$ cat config.mk
export PLATFORM = sky130hd
export DESIGN_NAME = cmos_capture_ctrl
export DESIGN_NICKNAME = d
export VERILOG_FILES = /design/src/rtl/cmos_capture_ctrl.sv
export SDC_FILE = /design/constraint.sdc
export NUM_CORES = 1
export LEC_CHECK = 0
export BUFFER_PORTS_ARGS = -buffer_cell sky130_fd_sc_hd__buf_2
export CELL_PAD_IN_SITES_DETAIL_PLACEMENT = 0
export CELL_PAD_IN_SITES_GLOBAL_PLACEMENT = 1
export CORE_ASPECT_RATIO = 1.4
export CORE_MARGIN = 4
export CORE_UTILIZATION = 50
export CTS_CLUSTER_DIAMETER = 150
export DETAILED_ROUTE_END_ITERATION = 6
export HOLD_SLACK_MARGIN = 0.15
export PLACE_DENSITY_LB_ADDON = 0.15
export SLEW_MARGIN = 0
export SYNTH_ARGS = -nofsm -noshare
export SYNTH_HDL_FRONTEND = slang
export SYNTH_SLANG_ARGS = --single-unit
$ cat constraint.sdc
create_clock -name clk -period 3.4 [get_ports clk]
set_input_delay 0.68 -clock clk [delete_from_list [all_inputs] [get_ports clk]]
set_output_delay 0.68 -clock clk [all_outputs]
set_load 0.02 [all_outputs]
$ cat src/rtl/cmos_capture_ctrl.sv
// Frame-level sequencer for the CMOS capture path: skip, arm, capture, ping-pong.
// Define CAP_FRAME_CHECK_EN to enable the per-frame pixel count check.
module cmos_capture_ctrl #(
  parameter int SKIP_FRAMES   = 10,
  parameter int TIMEOUT_CYC   = 2000000,
  parameter int PIX_PER_FRAME = 307200,
  parameter int FCNT_W        = 16
) (
  input  logic              clk,
  input  logic              rst,
  input  logic              start,
  input  logic              stop,
  input  logic              mode_cont,
  input  logic              cfg_done,
  input  logic              vsync,
  input  logic              buf_rdy,
  input  logic              cap_vld,
  input  logic              cap_eop,
  input  logic              clr_err,
  output logic              en_capture,
  output logic              buf_sel,
  output logic [FCNT_W-1:0] frame_cnt,
  output logic              frame_done,
  output logic              busy,
  output logic              timeout_err,
  output logic              frame_err
);

  typedef enum logic [2:0] {
    IDLE     = 3'd0,
    WAIT_CFG = 3'd1,
    SKIP     = 3'd2,
    ARM      = 3'd3,
    CAP      = 3'd4,
    ERR      = 3'd5
  } state_t;

  localparam int SK_W = (SKIP_FRAMES > 1) ? $clog2(SKIP_FRAMES) : 1;
  localparam int WD_W = (TIMEOUT_CYC > 1) ? $clog2(TIMEOUT_CYC) : 1;
  localparam state_t CFG_NXT = (SKIP_FRAMES == 0) ? ARM : SKIP;

  state_t          state, state_nxt;
  logic            vs_d, vs_fall;
  logic            mode_q, mode_nxt;
  logic            stop_req, stop_req_nxt;
  logic [SK_W-1:0] skip_cnt, skip_nxt;
  logic [WD_W-1:0] wd_cnt, wd_nxt;
  logic            wd_on, wd_exp;
  logic            en_nxt, eop_hit;

  assign vs_fall = vs_d & ~vsync;
  assign wd_on   = (state == SKIP) || (state == ARM) || (state == CAP);
  assign wd_exp  = wd_on && (32'(wd_cnt) == TIMEOUT_CYC - 1);

  always_comb begin
    state_nxt    = state;
    mode_nxt     = mode_q;
    stop_req_nxt = stop_req;
    skip_nxt     = skip_cnt;
    eop_hit      = 1'b0;
    unique case (state)
      IDLE: begin
        if (start) begin
          mode_nxt     = mode_cont;
          stop_req_nxt = 1'b0;
          state_nxt    = cfg_done ? CFG_NXT : WAIT_CFG;
        end
      end
      WAIT_CFG: begin
        if (stop) state_nxt = IDLE;
        else if (cfg_done) state_nxt = CFG_NXT;
      end
      SKIP: begin
        if (stop) begin
          state_nxt = IDLE;
        end else if (vs_fall) begin
          if (32'(skip_cnt) == SKIP_FRAMES - 1) state_nxt = ARM;
          else skip_nxt = skip_cnt + 1'b1;
        end
      end
      ARM: begin
        // a frame already latched by the datapath is always completed
        if (vs_fall && en_capture) begin
          state_nxt = CAP;
          if (stop) stop_req_nxt = 1'b1;
        end else if (stop) begin
          state_nxt = IDLE;
        end
      end
      CAP: begin
        if (stop) stop_req_nxt = 1'b1;
        if (cap_eop) begin
          eop_hit   = 1'b1;
          state_nxt = (mode_q && !stop_req && !stop) ? ARM : IDLE;
        end
      end
      ERR: begin
        if (clr_err) state_nxt = IDLE;
      end
      default: state_nxt = IDLE;
    endcase
    if (wd_exp) begin
      state_nxt = ERR;
      eop_hit   = 1'b0;
    end
    if (state_nxt != SKIP) skip_nxt = '0;
    if ((state_nxt != state) || vs_fall || !wd_on) wd_nxt = '0;
    else wd_nxt = wd_cnt + 1'b1;
    en_nxt = (state_nxt == ARM) ? buf_rdy : 1'b0;
  end

  always_ff @(posedge clk or posedge rst) begin
    if (rst) begin
      state       <= IDLE;
      vs_d        <= 1'b0;
      mode_q      <= 1'b0;
      stop_req    <= 1'b0;
      skip_cnt    <= '0;
      wd_cnt      <= '0;
      en_capture  <= 1'b0;
      buf_sel     <= 1'b0;
      frame_cnt   <= '0;
      frame_done  <= 1'b0;
      busy        <= 1'b0;
      timeout_err <= 1'b0;
    end else begin
      state      <= state_nxt;
      vs_d       <= vsync;
      mode_q     <= mode_nxt;
      stop_req   <= stop_req_nxt;
      skip_cnt   <= skip_nxt;
      wd_cnt     <= wd_nxt;
      en_capture <= en_nxt;
      frame_done <= eop_hit;
      busy       <= (state_nxt != IDLE) && (state_nxt != ERR);
      if (eop_hit) begin
        frame_cnt <= frame_cnt + 1'b1;
        buf_sel   <= ~buf_sel;
      end
      if (wd_exp) timeout_err <= 1'b1;
      else if (state == ERR && clr_err) timeout_err <= 1'b0;
    end
  end

`ifdef CAP_FRAME_CHECK_EN
  logic [18:0] pix_cnt;
  logic [31:0] pix_tot;

  // the eop beat itself may carry a pixel
  assign pix_tot = 32'(pix_cnt) + 32'(cap_vld);

  always_ff @(posedge clk or posedge rst) begin
    if (rst) begin
      pix_cnt   <= '0;
      frame_err <= 1'b0;
    end else begin
      frame_err <= eop_hit && (pix_tot != 32'(PIX_PER_FRAME));
      if (state_nxt == CAP && state != CAP) pix_cnt <= '0;
      else if (state == CAP && cap_vld) pix_cnt <= pix_cnt + 1'b1;
    end
  end
`else
  logic unused;

  assign unused    = cap_vld ^ (PIX_PER_FRAME == 0);
  assign frame_err = 1'b0;
`endif

endmodule

==> flow_metrics.env <==
export IMPL_status="finished, final reports clean"
export IMPL_die_w_um=72.65
export IMPL_die_y_um=98.51
export IMPL_grt_max_degree=53
export IMPL_whs_ns=0.4683
export IMPL_end_kind="register"
export IMPL_antenna_cells=0
export IMPL_drtIter0Drc=73
export IMPL_seq_area_frac_synth=0.4448
export IMPL_setup_viol=0
export IMPL_fmax_mhz=396.9
export IMPL_via_per_inst=5.664
export IMPL_portBuffers=30
export IMPL_wire_per_inst_um=15.32
export IMPL_cts_buffer_depth=2
export IMPL_min_path_cells=1
export IMPL_path_max_fanout=21
export IMPL_critical_path_slowest_cell="dfrtp_1"
export IMPL_ctsRootBufferMaster="clkbuf_8"
export IMPL_synth_common_cells="dfrtp_1, xor2_1, nand3_1, nor2_1, nor4_2"
export IMPL_cts_repair_resize_count=0
export IMPL_cts_tree="done"
export IMPL_firstDrtPassIters=4
export IMPL_async_flop_share=1.000
export IMPL_period_minus_slack_ns=2.520
export IMPL_syn_area_um2=2925
export IMPL_clock_skew_ns=0.008073
export IMPL_cts_buffers=5
export IMPL_worst_path_buf_inv=1
export IMPL_met3_length_um=140
export IMPL_drive_above_1_share=0.2526
export IMPL_htree_levels=2
export IMPL_dpl_cell_area_um2=3067
export IMPL_power_leakage_uw=0.001367
export IMPL_crit_type="reg2reg"
export IMPL_rr_worst_depth=7
export IMPL_slew_headroom=0.2765
export IMPL_synth_top_area_frac=0.4448
export IMPL_fp_row_count=32
export IMPL_wl_met1_mm=2.377
export IMPL_maxCapViolations=0
export IMPL_grt_util_all_layers=0.1631
export IMPL_grt_pass1_wl_mm=9.556
export IMPL_first_global_vias=2051
export IMPL_synthCells=261
export IMPL_yosys_cell_types_count=52
export IMPL_floorplan_initialDensity=0.5219
export IMPL_routabilityCongestion=0.7742
export IMPL_required_ns=3.60
export IMPL_synth_ff_type="dfrtp_1"
export IMPL_antenna_found_initial=0
export IMPL_cts_reportedPaths_clkPinSlew_ns=0.09
export IMPL_synth_area_leader_cell="dfrtp_1"
export IMPL_path_delay_family="simple AND/OR/NAND/NOR gates"
export IMPL_num_vias=2022
export IMPL_cpPeakStageDelay_ns=0.62
export IMPL_hold_path_class="reg2reg"
export IMPL_tns_ns=0
export IMPL_core_area_um2=5605
export IMPL_slew_viol_final=0
export IMPL_grt_setup_unrepaired="false"
export IMPL_final_area_um2=3178
export IMPL_fin_crit_sh=0.7411
export IMPL_cp_depth=7
export IMPL_ys_warn_count=0
export IMPL_ant_nets=0
export IMPL_synth_nets=276
export IMPL_syn_avg_cell_area_um2=11.21
export IMPL_highest_layer="met4"
export IMPL_area_growth_synth_to_final_pct=8.640
export IMPL_dieArea_um2=7156
export IMPL_io_pin_count=33
export IMPL_overflow=0
export IMPL_postCtsSetupBuffers=0
export IMPL_crit_arrival_ns=2.72
export IMPL_synthTopCellsByArea="dfrtp_1, nor4_2, xor2_1"
export IMPL_startpoint_type="register"
export IMPL_drcViolationCount=0
export IMPL_routed_wl_met2_mm=2.859
export IMPL_hpwl_mm=3.867
export IMPL_cts_hold_buf=0
export IMPL_ys_ff_latch=52
export IMPL_layout_nets=303
export IMPL_worstMarginPinSlew_ns=1.084
export IMPL_peakVddDrop_mv=0.3478
export IMPL_hold_violations=0
export IMPL_yosysMostFrequentCell="dfrtp_1"
export IMPL_clkLatencyLatePin_ns=0.30
export IMPL_powerDensity_nw_per_um2=448.4
export IMPL_wirelength_mm=5.468
export IMPL_path_cells="nor3b_1 -> o2111a_2 -> and2_1 -> nor2_4 -> xnor2_2 -> buf_4 -> nor4b_1"
export IMPL_cts_num_sinks=52
export IMPL_synth_edf_count=0
## path summary, 6_finish.rpt
check | startpoint | end | slack (ns)
setup reg to reg | state[2]$_DFF_PP0_ | wd_cnt[7]$_DFF_PP0_ | 0.88
min in group asynchronous | rst | frame_cnt[14]$_DFFE_PP0P_ | 0.65
hold / removal | buf_sel$_DFFE_PP0P_ | buf_sel$_DFFE_PP0P_ | 0.47
max in group asynchronous | rst | timeout_err$_DFFE_PP0P_ | 2.10
setup / recovery | state[2]$_DFF_PP0_ | wd_cnt[7]$_DFF_PP0_ | 0.88
hold reg to reg | buf_sel$_DFFE_PP0P_ | buf_sel$_DFFE_PP0P_ | 0.47
## kinds of logic after synthesis
group | count (synthesis) | synth area share
fa+ha+maj | 4 | 0.01711
mux | 4 | 0.01668
flops | 52 | 0.4448
compound gates | 20 | 0.05347
buf+inv | 20 | 0.04748
other cells | 1 | 0.001282
simple gates | 119 | 0.2938
xor+xnor | 41 | 0.1253
## cell usage in the layout, fill, tap and decap left out, types with 6 or more instances in the layout
cell      n
dfrtp_1  52
nand4_1  12
a21oi_1   6
nor2_1   19
inv_1     7
xor2_1   23
buf_2    30
xnor2_1  17
nand2_1  11
nor4_2   18
nand3_1  20
## power breakdown
group / internal (uW) / leakage (uW) / switching, uW / total, uW
Sequential: 643 / 0.000711 / 38.1 / 681
Clock: 223 / 0.0000558 / 201 / 424
Combinational: 95.4 / 0.000601 / 224 / 320
## worst reg2reg max path: stages, from the launching register on
cell and delay [ns]:
dfrtp_1 0.62, nor3b_1 0.40, o2111a_2 0.35, and2_1 0.26, nor2_4 0.08, xnor2_2 0.14, buf_4 0.26, nor4b_1 0.32
## state kept, by name, indices dropped and copies added, names as in the netlist
name and count:
wd_cnt 21, frame_cnt 16, skip_cnt 4, state 3
buf_sel 1, busy 1, en_capture 1, frame_done 1
mode_q 1, stop_req 1, timeout_err 1, vs_d 1
## cell type report
cell class | instances | area (um^2)
Clock buffer | 6 | 72.57
Clock inverter | 2 | 38.79
Fill cell | 513 | 2427
Inverter | 8 | 30.03
Multi-Input combinational cell | 189 | 1485
Sequential cell | 52 | 1301
Tap cell | 68 | 85.08
Timing Repair Buffer | 32 | 165.2
## per-stage QoR
stage | total power, uW | instances | utilization | worst slack [ns]
after detailed placement | 1016 | 349 | 0.5471 | 0.8278
final | 1425 | 357 | 0.5670 | 0.8802
after global placement | 1013 | 349 | 0.5471 | 0.8653
after CTS | 1442 | 357 | 0.5670 | 0.8736
after global routing | 1494 | 357 | 0.5670 | 0.6989
after floorplan | 994.9 | 261 | - | 1.200
## layer usage
metal  global-route usage  up-vias
li1                     -      989
met1               0.2030      998
met2               0.2796       26
met3              0.03163        9
met4              0.05256        0
met5                    0        -
Power figures use the tool's default switching activity.
